**src/rtl/music_pkg.sv**
```systemverilog
// Shared types and constants for the note record/playback controller.
package music_pkg;

  typedef enum logic [1:0] {
    ST_IDLE      = 2'd0,
    ST_PLAY_NOTE = 2'd1,
    ST_PLAY_GAP  = 2'd2,
    ST_FINISH    = 2'd3
  } st_e;

  // Board defaults: 0.25 s note and 0.05 s gap at 50 MHz.
  localparam int DEF_DEPTH      = 16;
  localparam int DEF_NOTE_TICKS = 12_500_000;
  localparam int DEF_GAP_TICKS  = 2_500_000;

  // Bits needed to hold the values 0..v-1.
  function automatic int clog2_f(input int v);
    int r;
    r = 0;
    for (int i = 0; i < 31; i++) begin
      if ((1 << i) < v) r = i + 1;
    end
    return r;
  endfunction

  function automatic int max_f(input int a, input int b);
    return (a > b) ? a : b;
  endfunction

endpackage

```
**src/rtl/btn_edge.sv**
```systemverilog
// Push-button front end: 2-FF synchronizer followed by a registered
// falling-edge detector. One press gives exactly one single-cycle pulse.
module btn_edge (
  input  logic clk,
  input  logic reset,
  input  logic btn_n,
  output logic pulse
);

  logic sync1_q, sync1_d;
  logic sync2_q, sync2_d;
  logic prev_q,  prev_d;
  logic pulse_q, pulse_d;

  // Shift the raw level through the synchronizer and flag a high-to-low step.
  always_comb begin
    sync1_d = btn_n;
    sync2_d = sync1_q;
    prev_d  = sync2_q;
    pulse_d = prev_q & ~sync2_q;
  end

  // Idle level of the buttons is high, so the chain resets to 1 to avoid a
  // spurious press right after reset.
  always_ff @(posedge clk or posedge reset) begin
    if (reset) begin
      sync1_q <= 1'b1;
      sync2_q <= 1'b1;
      prev_q  <= 1'b1;
      pulse_q <= 1'b0;
    end else begin
      sync1_q <= sync1_d;
      sync2_q <= sync2_d;
      prev_q  <= prev_d;
      pulse_q <= pulse_d;
    end
  end

  assign pulse = pulse_q;

endmodule

```
**src/rtl/note_sequencer.sv**
```systemverilog
// Record/playback scheduler for the note datapath: records switch notes into
// consecutive slots on load presses and plays them back with timed note/gap
// phases, optionally looping. A play press during playback stops it.
module note_sequencer
  import music_pkg::*;
#(
  parameter  int DEPTH      = DEF_DEPTH,
  parameter  int NOTE_TICKS = DEF_NOTE_TICKS,
  parameter  int GAP_TICKS  = DEF_GAP_TICKS,
  parameter  int LOOP       = 0,
  localparam int ADDR_W     = $clog2(DEPTH)
) (
  input  logic              clk,
  input  logic              reset,
  input  logic              load_n,
  input  logic              playback_n,
  output logic              ld_note,
  output logic [ADDR_W-1:0] wr_addr,
  output logic              ld_play,
  output logic [ADDR_W-1:0] note_counter,
  output logic [ADDR_W:0]   count,
  output logic              full,
  output logic              busy,
  output logic              done
);

  localparam int TICK_W = clog2_f(max_f(NOTE_TICKS, GAP_TICKS) + 1);
  localparam logic [TICK_W-1:0] NOTE_LAST = TICK_W'(NOTE_TICKS - 1);
  localparam logic [TICK_W-1:0] GAP_LAST  = TICK_W'((GAP_TICKS > 0) ? GAP_TICKS - 1 : 0);
  localparam logic [ADDR_W:0]   DEPTH_C   = (ADDR_W + 1)'(DEPTH);

  logic load_pulse, play_pulse;

  btn_edge u_load_edge (
    .clk   (clk),
    .reset (reset),
    .btn_n (load_n),
    .pulse (load_pulse)
  );

  btn_edge u_play_edge (
    .clk   (clk),
    .reset (reset),
    .btn_n (playback_n),
    .pulse (play_pulse)
  );

  st_e               state_q, state_d;
  logic [TICK_W-1:0] tick_q, tick_d;
  logic [ADDR_W:0]   count_q, count_d;
  logic [ADDR_W-1:0] note_counter_q, note_counter_d;
  logic [ADDR_W-1:0] wr_addr_q, wr_addr_d;
  logic              ld_note_q, ld_note_d;
  logic              ld_play_q, ld_play_d;
  logic              done_q, done_d;
  logic              busy_q, busy_d;

  // Where playback goes once the current slot's note (and gap) has elapsed.
  logic [ADDR_W:0]   next_slot;
  logic              last_slot;
  st_e               adv_state;
  logic [ADDR_W-1:0] adv_counter;

  // Next-state, slot counters and registered outputs of the sequencer.
  always_comb begin
    next_slot   = {1'b0, note_counter_q} + 1'b1;
    last_slot   = (next_slot == count_q);
    adv_state   = ST_PLAY_NOTE;
    adv_counter = note_counter_q + 1'b1;
    if (last_slot) begin
      adv_counter = '0;
      adv_state   = (LOOP != 0) ? ST_PLAY_NOTE : ST_FINISH;
      if (LOOP == 0) adv_counter = note_counter_q;
    end

    state_d        = state_q;
    tick_d         = tick_q + 1'b1;
    count_d        = count_q;
    note_counter_d = note_counter_q;
    wr_addr_d      = wr_addr_q;
    ld_note_d      = 1'b0;

    unique case (state_q)
      ST_IDLE: begin
        tick_d = '0;
        // Load has priority; a simultaneous play press is dropped.
        if (load_pulse) begin
          if (count_q != DEPTH_C) begin
            ld_note_d = 1'b1;
            wr_addr_d = count_q[ADDR_W-1:0];
            count_d   = count_q + 1'b1;
          end
        end else if (play_pulse && (count_q != '0)) begin
          note_counter_d = '0;
          state_d        = ST_PLAY_NOTE;
        end
      end
      ST_PLAY_NOTE: begin
        if (play_pulse) begin
          state_d        = ST_IDLE;
          note_counter_d = '0;
          tick_d         = '0;
        end else if (tick_q == NOTE_LAST) begin
          tick_d = '0;
          if (GAP_TICKS > 0) begin
            state_d = ST_PLAY_GAP;
          end else begin
            state_d        = adv_state;
            note_counter_d = adv_counter;
          end
        end
      end
      ST_PLAY_GAP: begin
        if (play_pulse) begin
          state_d        = ST_IDLE;
          note_counter_d = '0;
          tick_d         = '0;
        end else if (tick_q == GAP_LAST) begin
          tick_d         = '0;
          state_d        = adv_state;
          note_counter_d = adv_counter;
        end
      end
      ST_FINISH: begin
        state_d        = ST_IDLE;
        note_counter_d = '0;
        tick_d         = '0;
      end
      default: begin
        state_d        = ST_IDLE;
        note_counter_d = '0;
        tick_d         = '0;
      end
    endcase

    // Outputs follow the next state so they line up with the state register.
    ld_play_d = (state_d == ST_PLAY_NOTE);
    done_d    = (state_d == ST_FINISH);
    busy_d    = (state_d != ST_IDLE);
  end

  // State, counters and output registers; reset drops the recorded notes too.
  always_ff @(posedge clk or posedge reset) begin
    if (reset) begin
      state_q        <= ST_IDLE;
      tick_q         <= '0;
      count_q        <= '0;
      note_counter_q <= '0;
      wr_addr_q      <= '0;
      ld_note_q      <= 1'b0;
      ld_play_q      <= 1'b0;
      done_q         <= 1'b0;
      busy_q         <= 1'b0;
    end else begin
      state_q        <= state_d;
      tick_q         <= tick_d;
      count_q        <= count_d;
      note_counter_q <= note_counter_d;
      wr_addr_q      <= wr_addr_d;
      ld_note_q      <= ld_note_d;
      ld_play_q      <= ld_play_d;
      done_q         <= done_d;
      busy_q         <= busy_d;
    end
  end

  assign ld_note      = ld_note_q;
  assign wr_addr      = wr_addr_q;
  assign ld_play      = ld_play_q;
  assign note_counter = note_counter_q;
  assign count        = count_q;
  assign full         = (count_q == DEPTH_C);
  assign busy         = busy_q;
  assign done         = done_q;

endmodule

```
**config.mk**
```make
export PLATFORM = sky130hd
export DESIGN_NAME = note_sequencer
export DESIGN_NICKNAME = d
export VERILOG_FILES = /design/src/rtl/music_pkg.sv /design/src/rtl/btn_edge.sv /design/src/rtl/note_sequencer.sv
export SDC_FILE = /design/constraint.sdc
export NUM_CORES = 1
export LEC_CHECK = 0
export BUFFER_PORTS_ARGS = -buffer_cell sky130_fd_sc_hd__buf_4
export CORE_AREA = 2 2 94 96
export DETAILED_ROUTE_END_ITERATION = 8
export DIE_AREA = 0 0 96 98
export GPL_TIMING_DRIVEN = 0
export PLACE_DENSITY_LB_ADDON = 0.3
export SLEW_MARGIN = 30
export SYNTH_ARGS = -nofsm -noshare
export SYNTH_HDL_FRONTEND = slang
export SYNTH_SLANG_ARGS = --single-unit
```
**constraint.sdc**
```tcl
create_clock -name clk -period 2.5 [get_ports clk]
set_clock_uncertainty 0.2 [all_clocks]
set_input_delay 0.25 -clock clk [delete_from_list [all_inputs] [get_ports clk]]
set_output_delay 0.25 -clock clk [all_outputs]
set_load 0.1 [all_outputs]
```
==> flow_metrics.env <==
export IMPL_outcome="finished, final reports clean"
export IMPL_holdPathEnd="u_play_edge.prev_d"
export IMPL_clock_tree_buffer_depth=2
export IMPL_reg2reg_depth=6
export IMPL_h_tree_depth=2
export IMPL_ys_seq_area_frac=0.521
export IMPL_drv_slew=0
export IMPL_setup_viol=0
export IMPL_hold_class="reg -> reg"
export IMPL_hp_start="u_play_edge.sync1_q"
export IMPL_dp_cells=364
export IMPL_synth_edff_count=0
export IMPL_multiInputGateArea_um2=1100
export IMPL_p_int_w=0.00150
export IMPL_async_reset_ff_frac=1.00
export IMPL_p_leak_nw=1.26
export IMPL_diodes=0
export IMPL_post_dp_hpwl_mm=3.32
export IMPL_synth_xor_area_frac=0.110
export IMPL_ys_ff_latch=51
export IMPL_grt_antenna_before_repair=0
export IMPL_grt_pass1_wl_mm=8.36
export IMPL_finalHoldViolCount=0
export IMPL_grt_pass1_vias=1666
export IMPL_rsz0062_at_grt="false"
export IMPL_swShare=0.453
export IMPL_arrival_ns=2.28
export IMPL_avgViaCountPerCell=4.61
export IMPL_dieArea_um2=9410
export IMPL_drc=0
export IMPL_core_area_um2=8470
export IMPL_clock_sinks=51
export IMPL_cts_resized_gates=0
export IMPL_seq_area_um2=1290
export IMPL_synth_compound_area_frac=0.0584
export IMPL_die_y_um=98
export IMPL_initial_utilization=0.291
export IMPL_cp_end_kind="flip-flop"
export IMPL_required_ns=2.49
export IMPL_peakVddDrop_mv=0.363
export IMPL_cts_buffers=5
export IMPL_syn_area_um2=2460
export IMPL_port_buffers=21
export IMPL_switching_power_w=0.00125
export IMPL_p_per_area_nw_per_um2=938
export IMPL_synthFlopType="dfrtp_1"
export IMPL_wl_per_cell_um=12.6
export IMPL_synth_top_area_frac=0.457
export IMPL_cts_tree="yes"
export IMPL_area_delta_synth_final_pct=19.0
export IMPL_gp_congestion=0.762
export IMPL_drt_wl_total_mm=4.75
export IMPL_critPathLaunchType="flip-flop"
export IMPL_core_rowCount=34
export IMPL_io_pins=22
export IMPL_nFillCells=866
export IMPL_clkPwrFrac=0.209
export IMPL_yosys_cell_types_count=41
export IMPL_nNetsFinal=275
export IMPL_slew_headroom=0.734
export IMPL_period_minus_slack_ns=2.28
export IMPL_power_share_combinational=0.417
export IMPL_drv_cap=0
export IMPL_grt_use_total=0.112
export IMPL_grt_start_max_net_pins=40
export IMPL_synth_top_family_by_area="simple AND/OR/NAND/NOR gates"
export IMPL_syn_area_per_cell_um2=10.5
export IMPL_worstReg2RegStart="tick_q[15]"
export IMPL_grt_overflow_total=0
export IMPL_hold_ws_ns=0.160
export IMPL_max_freq_mhz=438
export IMPL_tightest_slew_ns=0.398
export IMPL_drive_gt1_frac=0.209
export IMPL_root_buffer="clkbuf_8"
export IMPL_synthTopCellsByArea="dfrtp_1 (46%), xor2_1 (6.8%), dfstp_2 (6.4%), nor2_1 (4.9%), xnor2_1 (4.3%)"
export IMPL_whs_path_depth=0
export IMPL_syn_num_nets=242
export IMPL_p_seq_frac=0.374
export IMPL_period_share=0.914
export IMPL_rrSetupSlack_ns=0.22
export IMPL_slowest_stage="dfrtp_1"
export IMPL_ant_nets=0
export IMPL_vias=1733
export IMPL_synthAdderAreaFrac=0.0203
export IMPL_ys_warn_count=0
export IMPL_first_iter_violations=73
export IMPL_synth_cells=234
export IMPL_fp_dieW_um=96
export IMPL_path_max_fanout=10
export IMPL_clk_latency_ns=0.31
export IMPL_synthMuxAreaShare=0.0173
export IMPL_synth_area_leader_cell="dfrtp_1"
export IMPL_slowest_delay_ns=0.44
export IMPL_synth_simple_area_share=0.242
export IMPL_r2r_end="tick_q[23]"
export IMPL_instances_no_fill=376
export IMPL_critPathKind="reg -> reg"
export IMPL_drtPass1Iterations=4
export IMPL_clkTransAtPathRegs_ns=0.10
export IMPL_path_cells="nor4bb_1 -> nand4b_1 -> o21ai_0 -> a21o_1 -> buf_2 -> nor2_1"
cells in the final DEF, fill, tap and decap left out, drive strengths merged, types with 4 or more instances in the layout:
cell    count
dfrtp      45
nor2       32
buf        27
xor2       19
nand2      17
xnor2      12
nand4      11
nand3      11
clkbuf     11
inv         9
nor2b       8
and4        6
dfstp       6
o21ai       5
and2        5
ha          4
Yosys cell counts (2+ instances only):
| master | number |
|---|---|
| mux2_2 | 2 |
| a21oi_1 | 2 |
| nor2b_1 | 8 |
| nand4_1 | 11 |
| o211ai_1 | 2 |
| nand3_1 | 10 |
| nor3b_1 | 2 |
| and2_1 | 5 |
| xnor2_1 | 12 |
| nand3b_1 | 2 |
| a21o_1 | 3 |
| and4_1 | 6 |
| dfrtp_1 | 45 |
| mux2i_1 | 2 |
| buf_2 | 4 |
| nor2_1 | 32 |
| dfstp_2 | 6 |
| xor2_1 | 19 |
| and3_1 | 3 |
| ha_1 | 4 |
| nand2_1 | 17 |
| inv_1 | 9 |
| nor4bb_1 | 2 |
| o21ai_0 | 5 |
| clkbuf_1 | 5 |
final cells by class:
type | count | share of cell area
inverters | 10 | 0.0136
flip-flops and latches | 51 | 0.440
clock inverters | 2 | 0.0128
repair buffers | 26 | 0.0733
plain buffers | 9 | 0.0132
multi-input cells | 164 | 0.377
clock buffers | 6 | 0.0247
well taps | 108 | 0.0461
kinds of logic after synthesis:
group           after synthesis
flops                        51
buf+inv                      19
fa+ha+maj                     4
compound gates               19
simple gates                106
mux                           4
xor+xnor                     31
critical path, delay by kind of cell (launching register included):
kind / cells / cell delay, ns
AOI/OAI and AO/OA: 2 / 0.61
DFF: 1 / 0.44
and+or+nand+nor: 3 / 0.62
buffers and inverters: 1 / 0.29
timing repair:
| action | CTS | global route |
|---|---|---|
| hold endpoints to repair | 47 | 0 |
| buffers inserted | 0 | 1 |
| hold buffers | 3 | 0 |
| endpoints found under the setup margin | 0 | 1 |
worst max path at each step:
stage,start,end,slack [ns],cells after the start
2_1_floorplan,note_counter[2],note_counter[1],-0.02,6
3_3_place_gp,reset,note_counter[1],-0.08,2
3_5_place_dp,note_counter[0],note_counter[2],0.17,6
4_1_cts,note_counter[0],note_counter[2],0.14,6
5_1_grt,tick_q[0],tick_q[7],0.02,7
6_report,tick_q[15],tick_q[23],0.22,6
registers in the layout, summed over array words and instances (netlist names), 2 cells and up:
signal,count
state_q,2
wr_addr,4
tick_q,24
count,5
note_counter,4
per-stage QoR:
stage	setup slack (ns)	setup TNS, ns	total power (W)	area, µm²	utilization
2_1_floorplan	-0.0243	-0.0243	0.00194	2470	-
3_3_place_gp	-0.0756	-0.371	0.00218	2760	0.326
3_5_place_dp	0.167	0	0.00220	2790	0.329
4_1_cts	0.140	0	0.00279	2930	0.346
5_1_grt	0.0216	0	0.00292	2930	0.347
6_report	0.216	0	0.00275	2930	0.347
power groups by stage:
stage | Sequential [W] | Clock [W] | Combinational [W]
final | 0.00103 | 0.000575 | 0.00115
after global routing | 0.00105 | 0.000642 | 0.00122
after CTS | 0.00103 | 0.000599 | 0.00116
after detailed placement | 0.00105 | 0 | 0.00115
after global placement | 0.00104 | 0 | 0.00114
after floorplan | 0.00165 | 0 | 0.000297
routing by layer:
metal | wire length [µm] | up-vias | global-route usage
met4 | 51 | 0 | 0.0330
met5 | 0 | - | 0
met3 | 166 | 7 | 0.0278
met2 | 2150 | 31 | 0.171
li1 | - | 863 | -
met1 | 2380 | 832 | 0.157
Power figures use the tool's default switching activity.
